File: config.mk
export PLATFORM = sky130hd
export DESIGN_NAME = queue_client_flat
export DESIGN_NICKNAME = d
export VERILOG_FILES = /design/src/rtl/queue_client_if.sv /design/src/rtl/queue_client.sv /design/src/flat_wrapper.sv
export SDC_FILE = /design/constraint.sdc
export NUM_CORES = 1
export LEC_CHECK = 0
export CAP_MARGIN = 20
export CORE_UTILIZATION = 42
export CTS_CLUSTER_DIAMETER = 40
export CTS_CLUSTER_SIZE = 12
export DETAILED_ROUTE_END_ITERATION = 8
export GPL_ROUTABILITY_DRIVEN = 1
export PLACE_DENSITY = 0.79
export SYNTH_ARGS = -nofsm -noshare
export SYNTH_HDL_FRONTEND = slang
export SYNTH_SLANG_ARGS = --single-unit
File: constraint.sdc
create_clock -name clk -period 3.05 [get_ports clk]
set_input_delay 0.61 -clock clk [delete_from_list [all_inputs] [get_ports clk]]
set_output_delay 0.61 -clock clk [all_outputs]
set_load 0.01 [all_outputs]
File: src/rtl/queue_client_if.sv
// Bundle of the stream and queue-command signals around queue_client.
// master = queue_client side, slave = surrounding logic (parser, queue, strategy).
interface queue_client_if #(
   parameter int DATA_W = 16,
   parameter int DEPTH  = 16
);
   localparam int CNT_W = $clog2(DEPTH + 1);

   logic              in_valid;
   logic              in_ready;
   logic [DATA_W-1:0] in_data;
   logic              out_valid;
   logic              out_ready;
   logic [DATA_W-1:0] out_data;
   logic              q_write;
   logic              q_pop;
   logic              q_peek;
   logic [DATA_W-1:0] q_write_value;
   logic [DATA_W-1:0] q_read_value;
   logic [CNT_W-1:0]  count;

   modport master (
      input  in_valid, in_data, out_ready, q_read_value,
      output in_ready, out_valid, out_data, q_write, q_pop, q_peek, q_write_value, count
   );

   modport slave (
      output in_valid, in_data, out_ready, q_read_value,
      input  in_ready, out_valid, out_data, q_write, q_pop, q_peek, q_write_value, count
   );
endinterface

File: src/rtl/queue_client.sv
// Initiator for the flag-less queue: tracks occupancy, feeds upstream words in, drains the head downstream.
// Build option QUEUE_CLIENT_PEEK_EN: peek at issue and pop only after downstream accepts the word.
module queue_client #(
   parameter int DATA_W   = 16,
   parameter int DEPTH    = 16,
   parameter int READ_LAT = 1
) (
   input  logic           clk,
   input  logic           rst_n,
   queue_client_if.master bus
);
   localparam int CNT_W = $clog2(DEPTH + 1);

`ifdef QUEUE_CLIENT_PEEK_EN
   localparam bit PEEK_EN = 1'b1;
`else
   localparam bit PEEK_EN = 1'b0;
`endif

   typedef enum logic [1:0] {IDLE, RD_WAIT, HOLD} state_e;

   state_e            state_q, state_d;
   logic [2:0]        lat_q, lat_d;
   logic [CNT_W-1:0]  count_q, count_d;
   logic              out_valid_q, out_valid_d;
   logic [DATA_W-1:0] out_data_q, out_data_d;
   logic              q_write_q, q_write_d;
   logic [DATA_W-1:0] q_write_value_q, q_write_value_d;
   logic              q_pop_q, q_pop_d;
   logic              q_peek_q, q_peek_d;

   logic read_issue;
   logic handshake;
   logic in_ready;
   logic accept;
   logic count_dec;

   assign handshake  = out_valid_q && bus.out_ready;
   assign read_issue = (state_q == IDLE) && !out_valid_q && (count_q != '0);

   // With peek, a write accepted on the handshake would land on the pop strobe; block it and the pop cycle.
   assign in_ready  = rst_n && (count_q < CNT_W'(DEPTH)) && !read_issue &&
                      !(PEEK_EN && (handshake || q_pop_q));
   assign accept    = bus.in_valid && in_ready;
   assign count_dec = PEEK_EN ? handshake : read_issue;

   always_comb begin
      // NOTE: every always_comb target gets a default first so no path leaves it unassigned (no latch).
      state_d         = state_q;
      lat_d           = lat_q;
      count_d         = count_q;
      out_valid_d     = out_valid_q;
      out_data_d      = out_data_q;
      q_write_d       = accept;
      q_write_value_d = accept ? bus.in_data : q_write_value_q;
      q_pop_d         = 1'b0;
      q_peek_d        = 1'b0;

      if (accept)         count_d = count_q + 1'b1;
      else if (count_dec) count_d = count_q - 1'b1;

      unique case (state_q)
         IDLE: begin
            if (read_issue) begin
               state_d  = RD_WAIT;
               lat_d    = 3'(READ_LAT - 1);
               q_pop_d  = !PEEK_EN;
               q_peek_d = PEEK_EN;
            end
         end
         RD_WAIT: begin
            if (lat_q == '0) begin
               out_data_d  = bus.q_read_value;
               out_valid_d = 1'b1;
               state_d     = HOLD;
            end else begin
               lat_d = lat_q - 1'b1;
            end
         end
         HOLD: begin
            if (handshake) begin
               out_valid_d = 1'b0;
               state_d     = IDLE;
               q_pop_d     = PEEK_EN;
            end
         end
         default: state_d = IDLE;
      endcase
   end

   always_ff @(posedge clk) begin
      // NOTE: state registers use non-blocking assignments so every flop samples pre-edge values.
      if (!rst_n) begin
         state_q         <= IDLE;
         lat_q           <= '0;
         count_q         <= '0;
         out_valid_q     <= 1'b0;
         out_data_q      <= '0;
         q_write_q       <= 1'b0;
         q_write_value_q <= '0;
         q_pop_q         <= 1'b0;
         q_peek_q        <= 1'b0;
      end else begin
         state_q         <= state_d;
         lat_q           <= lat_d;
         count_q         <= count_d;
         out_valid_q     <= out_valid_d;
         out_data_q      <= out_data_d;
         q_write_q       <= q_write_d;
         q_write_value_q <= q_write_value_d;
         q_pop_q         <= q_pop_d;
         q_peek_q        <= q_peek_d;
      end
   end

   assign bus.in_ready      = in_ready;
   assign bus.out_valid     = out_valid_q;
   assign bus.out_data      = out_data_q;
   assign bus.q_write       = q_write_q;
   assign bus.q_pop         = q_pop_q;
   assign bus.q_peek        = q_peek_q;
   assign bus.q_write_value = q_write_value_q;
   assign bus.count         = count_q;
endmodule

File: src/flat_wrapper.sv
// flat-port wrapper written by rule: the top's interface ports become plain ports
module queue_client_flat 
#(
   parameter int DATA_W   = 16,
   parameter int DEPTH    = 16,
   parameter int READ_LAT = 1
)
  (clk, rst_n, bus_in_valid, bus_in_data, bus_out_ready, bus_q_read_value, bus_in_ready, bus_out_valid, bus_out_data, bus_q_write, bus_q_pop, bus_q_peek, bus_q_write_value, bus_count);
  queue_client_if #(.DATA_W(DATA_W), .DEPTH(DEPTH)) bus_i ();
  input  logic clk;
  input  logic rst_n;
  input wire logic [$bits(bus_i.in_valid)-1:0] bus_in_valid;
  input wire logic [$bits(bus_i.in_data)-1:0] bus_in_data;
  input wire logic [$bits(bus_i.out_ready)-1:0] bus_out_ready;
  input wire logic [$bits(bus_i.q_read_value)-1:0] bus_q_read_value;
  output wire logic [$bits(bus_i.in_ready)-1:0] bus_in_ready;
  output wire logic [$bits(bus_i.out_valid)-1:0] bus_out_valid;
  output wire logic [$bits(bus_i.out_data)-1:0] bus_out_data;
  output wire logic [$bits(bus_i.q_write)-1:0] bus_q_write;
  output wire logic [$bits(bus_i.q_pop)-1:0] bus_q_pop;
  output wire logic [$bits(bus_i.q_peek)-1:0] bus_q_peek;
  output wire logic [$bits(bus_i.q_write_value)-1:0] bus_q_write_value;
  output wire logic [$bits(bus_i.count)-1:0] bus_count;
  assign bus_i.in_valid = bus_in_valid;
  assign bus_i.in_data = bus_in_data;
  assign bus_i.out_ready = bus_out_ready;
  assign bus_i.q_read_value = bus_q_read_value;
  assign bus_in_ready = bus_i.in_ready;
  assign bus_out_valid = bus_i.out_valid;
  assign bus_out_data = bus_i.out_data;
  assign bus_q_write = bus_i.q_write;
  assign bus_q_pop = bus_i.q_pop;
  assign bus_q_peek = bus_i.q_peek;
  assign bus_q_write_value = bus_i.q_write_value;
  assign bus_count = bus_i.count;
  queue_client #(.DATA_W(DATA_W), .DEPTH(DEPTH), .READ_LAT(READ_LAT)) u_core (.clk(clk), .rst_n(rst_n), .bus(bus_i));
endmodule
==> qor.yml, run 1 <==
p_sw_mw: 0.818
final_area_um2: 2690
rsz0062_at_grt: "false"
detail_route.iter0.violations: 58
wl_um: 4170
async_flop_share: 0
period_minus_slack_ns: 2.63
pwr-share-clk: 0.158
path_clk_slew_ns: 0.08
die_w_um: 67.7
critPathMaxFanout: 6
placed_cell_area_um2: 2610
relSlewSlack: 0.642
ys_types: 37
fillers: 358
cts_root_buffer: "clkbuf_8"
drt.antenna.violating_nets: 0
final_layout_size_suffix_gt1_frac: 0.0576
min_period_over_period: 0.861
holdWs_ns: 0.450
worstPathArrival_ns: 2.80
dr_total_vias: 1672
finClkSkew_ns: 0.00844
yosysSeqAreaShare: 0.496
diodes: 0
worst_slew_pin_slew_ns: 0.536
multiInputGateArea_um2: 823
synth_top_area_frac: 0.496
start_kind: "flip-flop"
core_area_um2: 4090
clock_latency_ns: 0.29
via_per_inst: 4.85
required_ns: 3.23
grt_max_degree: 34
p_int_mw: 1.45
power_density_nw_per_um2: 842
wl_per_cell_um: 12.1
final_nets: 336
drc: 0
cts_tree: "yes"
preCtsSetupSlack_ns: 0.269
drv_slew: 0
post_cts.repair.setup_buffers: 0
hold_buffers: 0
finalHoldViolCount: 0
clockBufferDepth: 2
cts_sinks: 45
synth_area_um2: 1820
finalSetupViolCount: 0
yosysWarnings: 0
post-route-util: 0.659
synth_cells: 218
grt_overflow: 0
hpwlAfterDp_um: 2990
dr.pass1.iters: 4
synth_top_area_cell: "dfxtp_1"
seqCellArea_um2: 901
max_freq_ghz: 0.381
antenna_found_initial: 0
synth_ff_type: "dfxtp_1"
finalSetupTns_ns: 0
finalWeightedCongestion: 0.744
pwr-share-seq: 0.376
peakVddDrop_mv: 0.520
cp-end-kind: "flip-flop"
stdcell_count: 345
maxCapViolCount: 0
worst_slack_ns: 0.424
p_leak_nw: 0.988
place_inst: 337
dieHeight_um: 67.7
grt_pass1_wl_um: 6610
rows: 23
cts_buffers: 5
io_pins: 78
io_buffers: 76
syn_nets: 260
pwr-share-comb: 0.466
sw_frac_of_total: 0.361
status: "complete, no violations"
worstSetupPathType: "reg2reg"
grt_pass1_vias: 1481
synth_edf_count: 0
dieArea_um2: 4590
syn_to_final_growth_pct: 48.2
start_util: 0.444
ys_ff_latch: 45
ctsResizeCount: 0
grt_usage: 0.192
htreeDepth: 2
p_total_mw: 2.27
min_path_type: "reg2reg"
syn_area_per_cell_um2: 8.33
ys_top_cells_by_area: "dfxtp_1 (50%), nand2_1 (14%), a21oi_1 (6.6%)"
-- metal layers --
metal / share of wire / up-vias / GRT usage / routed length, um
li1: - / 869 / - / -
met1: 0.44 / 758 / 0.234 / 1850
met2: 0.50 / 34 / 0.321 / 2100
met3: 0.029 / 11 / 0.0372 / 120
met4: 0.024 / 0 / 0.0931 / 102
met5: 0 / - / 0 / 0
-- cell type report --
cell class / instances / share of cell area
tap: 50 / 0.0232
clock inverter: 1 / 0.00279
clock buffer: 7 / 0.0284
timing repair buffer: 81 / 0.297
inverter: 6 / 0.00837
multi-input combinational: 155 / 0.306
sequential: 45 / 0.335
-- flip-flops by register name, indices dropped and copies added, names as in the netlist --
name                      cells
u_core.bus.q_write            1
u_core.bus.out_data          16
u_core.state_q                2
u_core.bus.out_valid          1
u_core.bus.count              5
u_core.bus.q_pop              1
u_core.bus.q_write_value     16
u_core.lat_q                  3
-- worst max-delay path, cell delays in order, from the launching register on --
cell	delay, ns
dfxtp_1	0.39
or4_4	0.61
a211oi_4	0.27
inv_1	0.13
fa_1	0.42
a21o_1	0.18
a21oi_1	0.26
nand3b_1	0.12
o311a_1	0.14
-- power groups by stage --
stage	registers, mW	clock network [mW]	logic (mW)
detailed placement	0.866	0	1.06
CTS	0.852	0.371	1.07
floorplan	0.915	0	0.559
finish	0.851	0.359	1.06
global placement	0.859	0	1.05
global route	0.874	0.398	1.16
-- layout by cell type (no fill, tap or decap), types with 2 or more instances in the layout --
master | netlist | layout
clkdlybuf4s50_1 | 0 | 76
nand2_1 | 69 | 69
dfxtp_1 | 45 | 45
a21oi_1 | 24 | 24
o21ai_0 | 15 | 15
nor2_1 | 6 | 6
inv_1 | 5 | 5
nand3_1 | 5 | 5
ha_1 | 5 | 5
clkbuf_8 | 0 | 5
buf_4 | 2 | 5
xnor2_1 | 3 | 3
nand2b_1 | 2 | 2
or3_1 | 2 | 2
a21o_1 | 2 | 2
a31oi_1 | 2 | 2
o21ai_1 | 2 | 2
clkbuf_1 | 7 | 2
-- path summary, 6_finish.rpt --
check	startpoint	slack [ns]	to	depth (start not counted)
max	u_core.bus.count[0]	0.42	u_core.bus.count[4]	8
min	u_core.bus.q_write_value[14]	0.45	u_core.bus.q_write_value[14]	2
max reg2reg	u_core.bus.count[0]	0.42	u_core.bus.count[4]	8
min reg2reg	u_core.bus.q_write_value[14]	0.45	u_core.bus.q_write_value[14]	2
-- cells by family after synthesis --
group	count (synthesis)	synth area share
simple gates	93	0.221
compound gates	50	0.161
flops	45	0.496
buf+inv	18	0.0503
fa+ha+maj	6	0.0455
xor+xnor	4	0.0193
other cells	1	0.00207
mux	1	0.00551
-- cells in the mapped netlist, drive strengths merged (2+ instances only) --
library cell  number
a211oi             2
a21o               2
a21oi             24
a31oi              2
buf                4
clkbuf             8
dfxtp             45
ha                 5
inv                5
nand2             69
nand2b             2
nand3              5
nor2               6
nor3               2
o21ai             17
or3                2
xnor2              3
Note: power is estimated with default switching activity, not from simulation.
==> run 2: changes to the inputs <==
--- a/config.mk
+++ b/config.mk
@@ -6,6 +6,7 @@
 export NUM_CORES = 1
 export LEC_CHECK = 0
 export CAP_MARGIN = 20
+export CORE_MARGIN = 2
 export CORE_UTILIZATION = 42
 export CTS_CLUSTER_DIAMETER = 40
 export CTS_CLUSTER_SIZE = 12
==> run 2 against run 1 <==
- clock skew shrank 0.0040 ns
- worst hold slack about the same
- die area grew 6.0%
- largest cell class unchanged
- largest power group unchanged
- critical endpoint is now bus_in_ready
- first-iteration DRC count down 8.6%
==> qor.yml, run 2 (synthesis results as in run 1) <==
status: "complete, no violations"
min_period_over_period: 0.866
cts_root_buffer: "clkbuf_8"
diodes: 0
p_total_mw: 2.28
worstSetupPathType: "reg2out"
finalSetupTns_ns: 0
hpwlAfterDp_um: 3000
peakVddDrop_mv: 0.612
finClkSkew_ns: 0.00442
top_usage_layer: "met2"
use_met3: 0.0291
use_met1: 0.222
rows: 23
crit_chain: "or4_4, a21oi_1, clkdlybuf4s50_1"
min_path_type: "reg2reg"
syn_to_final_growth_pct: 48.4
grt_usage: 0.174
path_clk_slew_ns: 0.08
critPathMaxFanout: 6
start_util: 0.444
period_minus_slack_ns: 2.64
dr.pass1.iters: 4
grt_pass1_wl_um: 6970
cts_sinks: 45
maxCapViolCount: 0
start_kind: "flip-flop"
hold_buffers: 0
cp-end-kind: "output port"
mostFrequentLayoutCells: "clkdlybuf4s50_1 (76), nand2_1 (69), dfxtp_1 (45)"
max_freq_ghz: 0.379
io_pins: 78
finalWeightedCongestion: 0.798
cts_buffers: 5
required_ns: 2.44
max_stage_delay_ns: 0.61
grt_max_degree: 34
grt_pass1_vias: 1502
final_layout_size_suffix_gt1_frac: 0.0578
relSlewSlack: 0.641
dieHeight_um: 69.7
antenna_found_initial: 0
detail_route.iter0.violations: 53
p_leak_nw: 0.994
final_common_cell: "clkdlybuf4s50_1"
clock_latency_ns: 0.29
die_w_um: 69.7
dieArea_um2: 4860
cpMaxStageDelayCell: "or4_4"
finalSetupViolCount: 0
ctsResizeCount: 0
core_area_um2: 4090
via_per_inst: 4.70
finalHoldViolCount: 0
grtUsageMet2: 0.299
htreeDepth: 2
worstPathArrival_ns: 2.03
drc: 0
post_cts.repair.setup_buffers: 0
dr_total_vias: 1616
wl_um: 4190
power_density_nw_per_um2: 845
final_nets: 336
drt.antenna.violating_nets: 0
drv_slew: 0
io_buffers: 76
worst_slew_pin_slew_ns: 0.533
clockBufferDepth: 2
cts_tree: "yes"
rsz0062_at_grt: "false"
grt_overflow: 0
wl_per_cell_um: 12.2
[run 2: changes by cell type in the layout (fill, tap and decap cells not counted), sizes merged]
cell      before  now
clkinvlp       1    0
[run 2: worst max-delay path, delay by kind of cell (launching register included)]
kind            cells  cell delay, ns
compound gates      1            0.18
buf+inv             1            0.57
flops               1            0.39
simple gates        1            0.61
[run 2: routing by layer]
layer | vias to the layer above | wire length [um]
met4 | 0 | 49
li1 | 866 | -
met1 | 722 | 1930
met3 | 5 | 117
met2 | 23 | 2100
met5 | - | 0
[run 2: power by group]
group          switching, mW  leakage [nW]  internal (mW)
logic                  0.515         0.581          0.543
clock network          0.186        0.0443          0.180
registers              0.109         0.368          0.742
[run 2: path summary, 6_finish.rpt]
check | from | endpoint | slack, ns | cells after the start
setup reg to reg | u_core.bus.count[0] | u_core.bus.count[4] | 0.46 | 8
hold / removal | u_core.bus.q_write_value[13] | u_core.bus.q_write_value[13] | 0.45 | 2
setup / recovery | u_core.bus.count[0] | bus_in_ready | 0.41 | 3
hold reg to reg | u_core.bus.q_write_value[13] | u_core.bus.q_write_value[13] | 0.45 | 2
[run 2: final cells by class]
type | count | area [um^2]
fill | 348 | 1390
sequential | 45 | 901
multi-input combinational | 155 | 823
timing repair buffer | 81 | 798
clock buffer | 7 | 86.3
tap | 50 | 62.6
inverter | 6 | 22.5
[run 2: per-stage QoR]
stage | cell area (um^2) | std cells | hold slack, ns | util | setup WS [ns]
6_report | 2690 | 344 | 0.450 | 0.659 | 0.408
5_1_grt | 2690 | 344 | 0.471 | 0.659 | 0.298
4_1_cts | 2690 | 344 | 0.452 | 0.659 | 0.395
3_5_place_dp | 2610 | 337 | 0.440 | 0.638 | 0.306
3_3_place_gp | 2610 | 337 | 0.436 | 0.638 | 0.356
2_1_floorplan | 1820 | 218 | 0.444 | - | 0.371
==> run 3: changes to the inputs <==
--- a/config.mk
+++ b/config.mk
@@ -13,6 +13,8 @@
 export DETAILED_ROUTE_END_ITERATION = 8
 export GPL_ROUTABILITY_DRIVEN = 1
 export PLACE_DENSITY = 0.79
+export RECOVER_POWER = 100
+export SKIP_LAST_GASP = 1
 export SYNTH_ARGS = -nofsm -noshare
 export SYNTH_HDL_FRONTEND = slang
 export SYNTH_SLANG_ARGS = --single-unit
==> run 3 against run 2 <==
- clock power about the same
- critical endpoint unchanged
- largest cell class unchanged
- die area unchanged
- critical path type unchanged
- wire length down 0.24%
- largest power group unchanged
- register-to-register slack about the same
- fmax down 2.0%
==> qor.yml, run 3 (synthesis results as in run 1) <==
status: "complete, no violations"
peakVddDrop_mv: 0.597
wl_um: 4180
required_ns: 2.44
cts_buffers: 5
relSlewSlack: 0.249
io_pins: 78
max_freq_ghz: 0.371
grt_pass1_vias: 1502
start_kind: "flip-flop"
final_layout_size_suffix_gt1_frac: 0.0510
diodes: 0
final_common_cell: "nand2_1"
holdCritStartpoint: "u_core.bus.q_write_value[14]"
wl_per_cell_um: 12.2
worstPathArrival_ns: 2.09
finalSetupTns_ns: 0
min_period_over_period: 0.884
critPathMaxFanout: 6
p_leak_nw: 1.10
stdcell_count: 344
dr.pass1.iters: 4
cts_root_buffer: "clkbuf_8"
period_minus_slack_ns: 2.70
clock_latency_ns: 0.29
rsz0062_at_grt: "false"
power_density_nw_per_um2: 825
grt_max_degree: 34
finalSetupViolCount: 0
cpMaxStageDelayCell: "dlygate4sd3_1"
grt_overflow: 0
hold_buffers: 0
max_stage_delay_ns: 0.63
cp-end-kind: "output port"
path_clk_slew_ns: 0.08
dieArea_um2: 4860
cts_tree: "yes"
die_w_um: 69.7
finalWeightedCongestion: 0.798
cp_num_buf_inv: 1
io_buffers: 76
hpwlAfterDp_um: 3000
ctsResizeCount: 0
start_util: 0.444
mostFrequentLayoutCells: "nand2_1 (69), dfxtp_1 (45), dlygate4sd3_1 (42)"
holdWs_ns: 0.447
dieHeight_um: 69.7
dr_total_vias: 1621
grt_usage: 0.174
rows: 23
via_per_inst: 4.71
clockBufferDepth: 2
grt_pass1_wl_um: 6970
place_inst: 337
drc: 0
drt.antenna.violating_nets: 0
critPathTopFamily: "buffers and inverters"
core_area_um2: 4090
crit_chain: "or4_4, a21oi_1, dlygate4sd3_1"
maxCapViolCount: 0
htreeDepth: 2
detail_route.iter0.violations: 60
min_path_type: "reg2reg"
antenna_found_initial: 0
finClkSkew_ns: 0.00443
r2r_start: "u_core.bus.count[0]"
worst_slew_pin_slew_ns: 1.13
final_nets: 336
drv_slew: 0
post_cts.repair.setup_buffers: 0
syn_to_final_growth_pct: 47.8
cts_sinks: 45
finalHoldViolCount: 0
cp-startpoint: "u_core.bus.count[0]"
worstSetupPathType: "reg2out"
## run 3: final cells by class
| cell class | instances | area [um^2] |
|---|---|---|
| fillers | 349 | 1400 |
| flip-flops and latches | 45 | 901 |
| multi-input cells | 155 | 823 |
| repair buffers | 81 | 788 |
| clock buffers | 7 | 86.3 |
| well taps | 50 | 62.6 |
| inverters | 6 | 22.5 |
## run 3: path summary, 6_finish.rpt
path | to | slack (ns) | cells past startpoint
min | u_core.bus.q_write_value[14] | 0.45 | 2
max reg2reg | u_core.bus.count[4] | 0.47 | 8
max | bus_in_ready | 0.35 | 3
min reg2reg | u_core.bus.q_write_value[14] | 0.45 | 2
## run 3: worst min-delay path, stage by stage, from the launching register on
cell and delay [ns]:
dfxtp_1 0.31, nand2_1 0.05, o21ai_1 0.05
## run 3: routing by layer
| metal | vias to the layer above | GRT usage | wire length (um) |
|---|---|---|---|
| met3 | 5 | 0.0291 | 117 |
| met1 | 720 | 0.222 | 1940 |
| met5 | - | 0 | 0 |
| met4 | 0 | 0.0577 | 49 |
| li1 | 873 | - | - |
| met2 | 23 | 0.299 | 2080 |
## run 3: where the power goes
group	switching (mW)	internal, mW
clock	0.187	0.180
sequential	0.102	0.742
combinational	0.515	0.487
total	0.804	1.41
## run 3: through the flow
step           area, um^2   util  total power [mW]  worst slack [ns]
2_1_floorplan        1820      -              1.47             0.371
3_3_place_gp         2610  0.638              1.91             0.356
3_5_place_dp         2610  0.638              1.93             0.306
4_1_cts              2690  0.659              2.31             0.395
5_1_grt              2680  0.657              2.38             0.197
6_report             2680  0.657              2.21             0.355
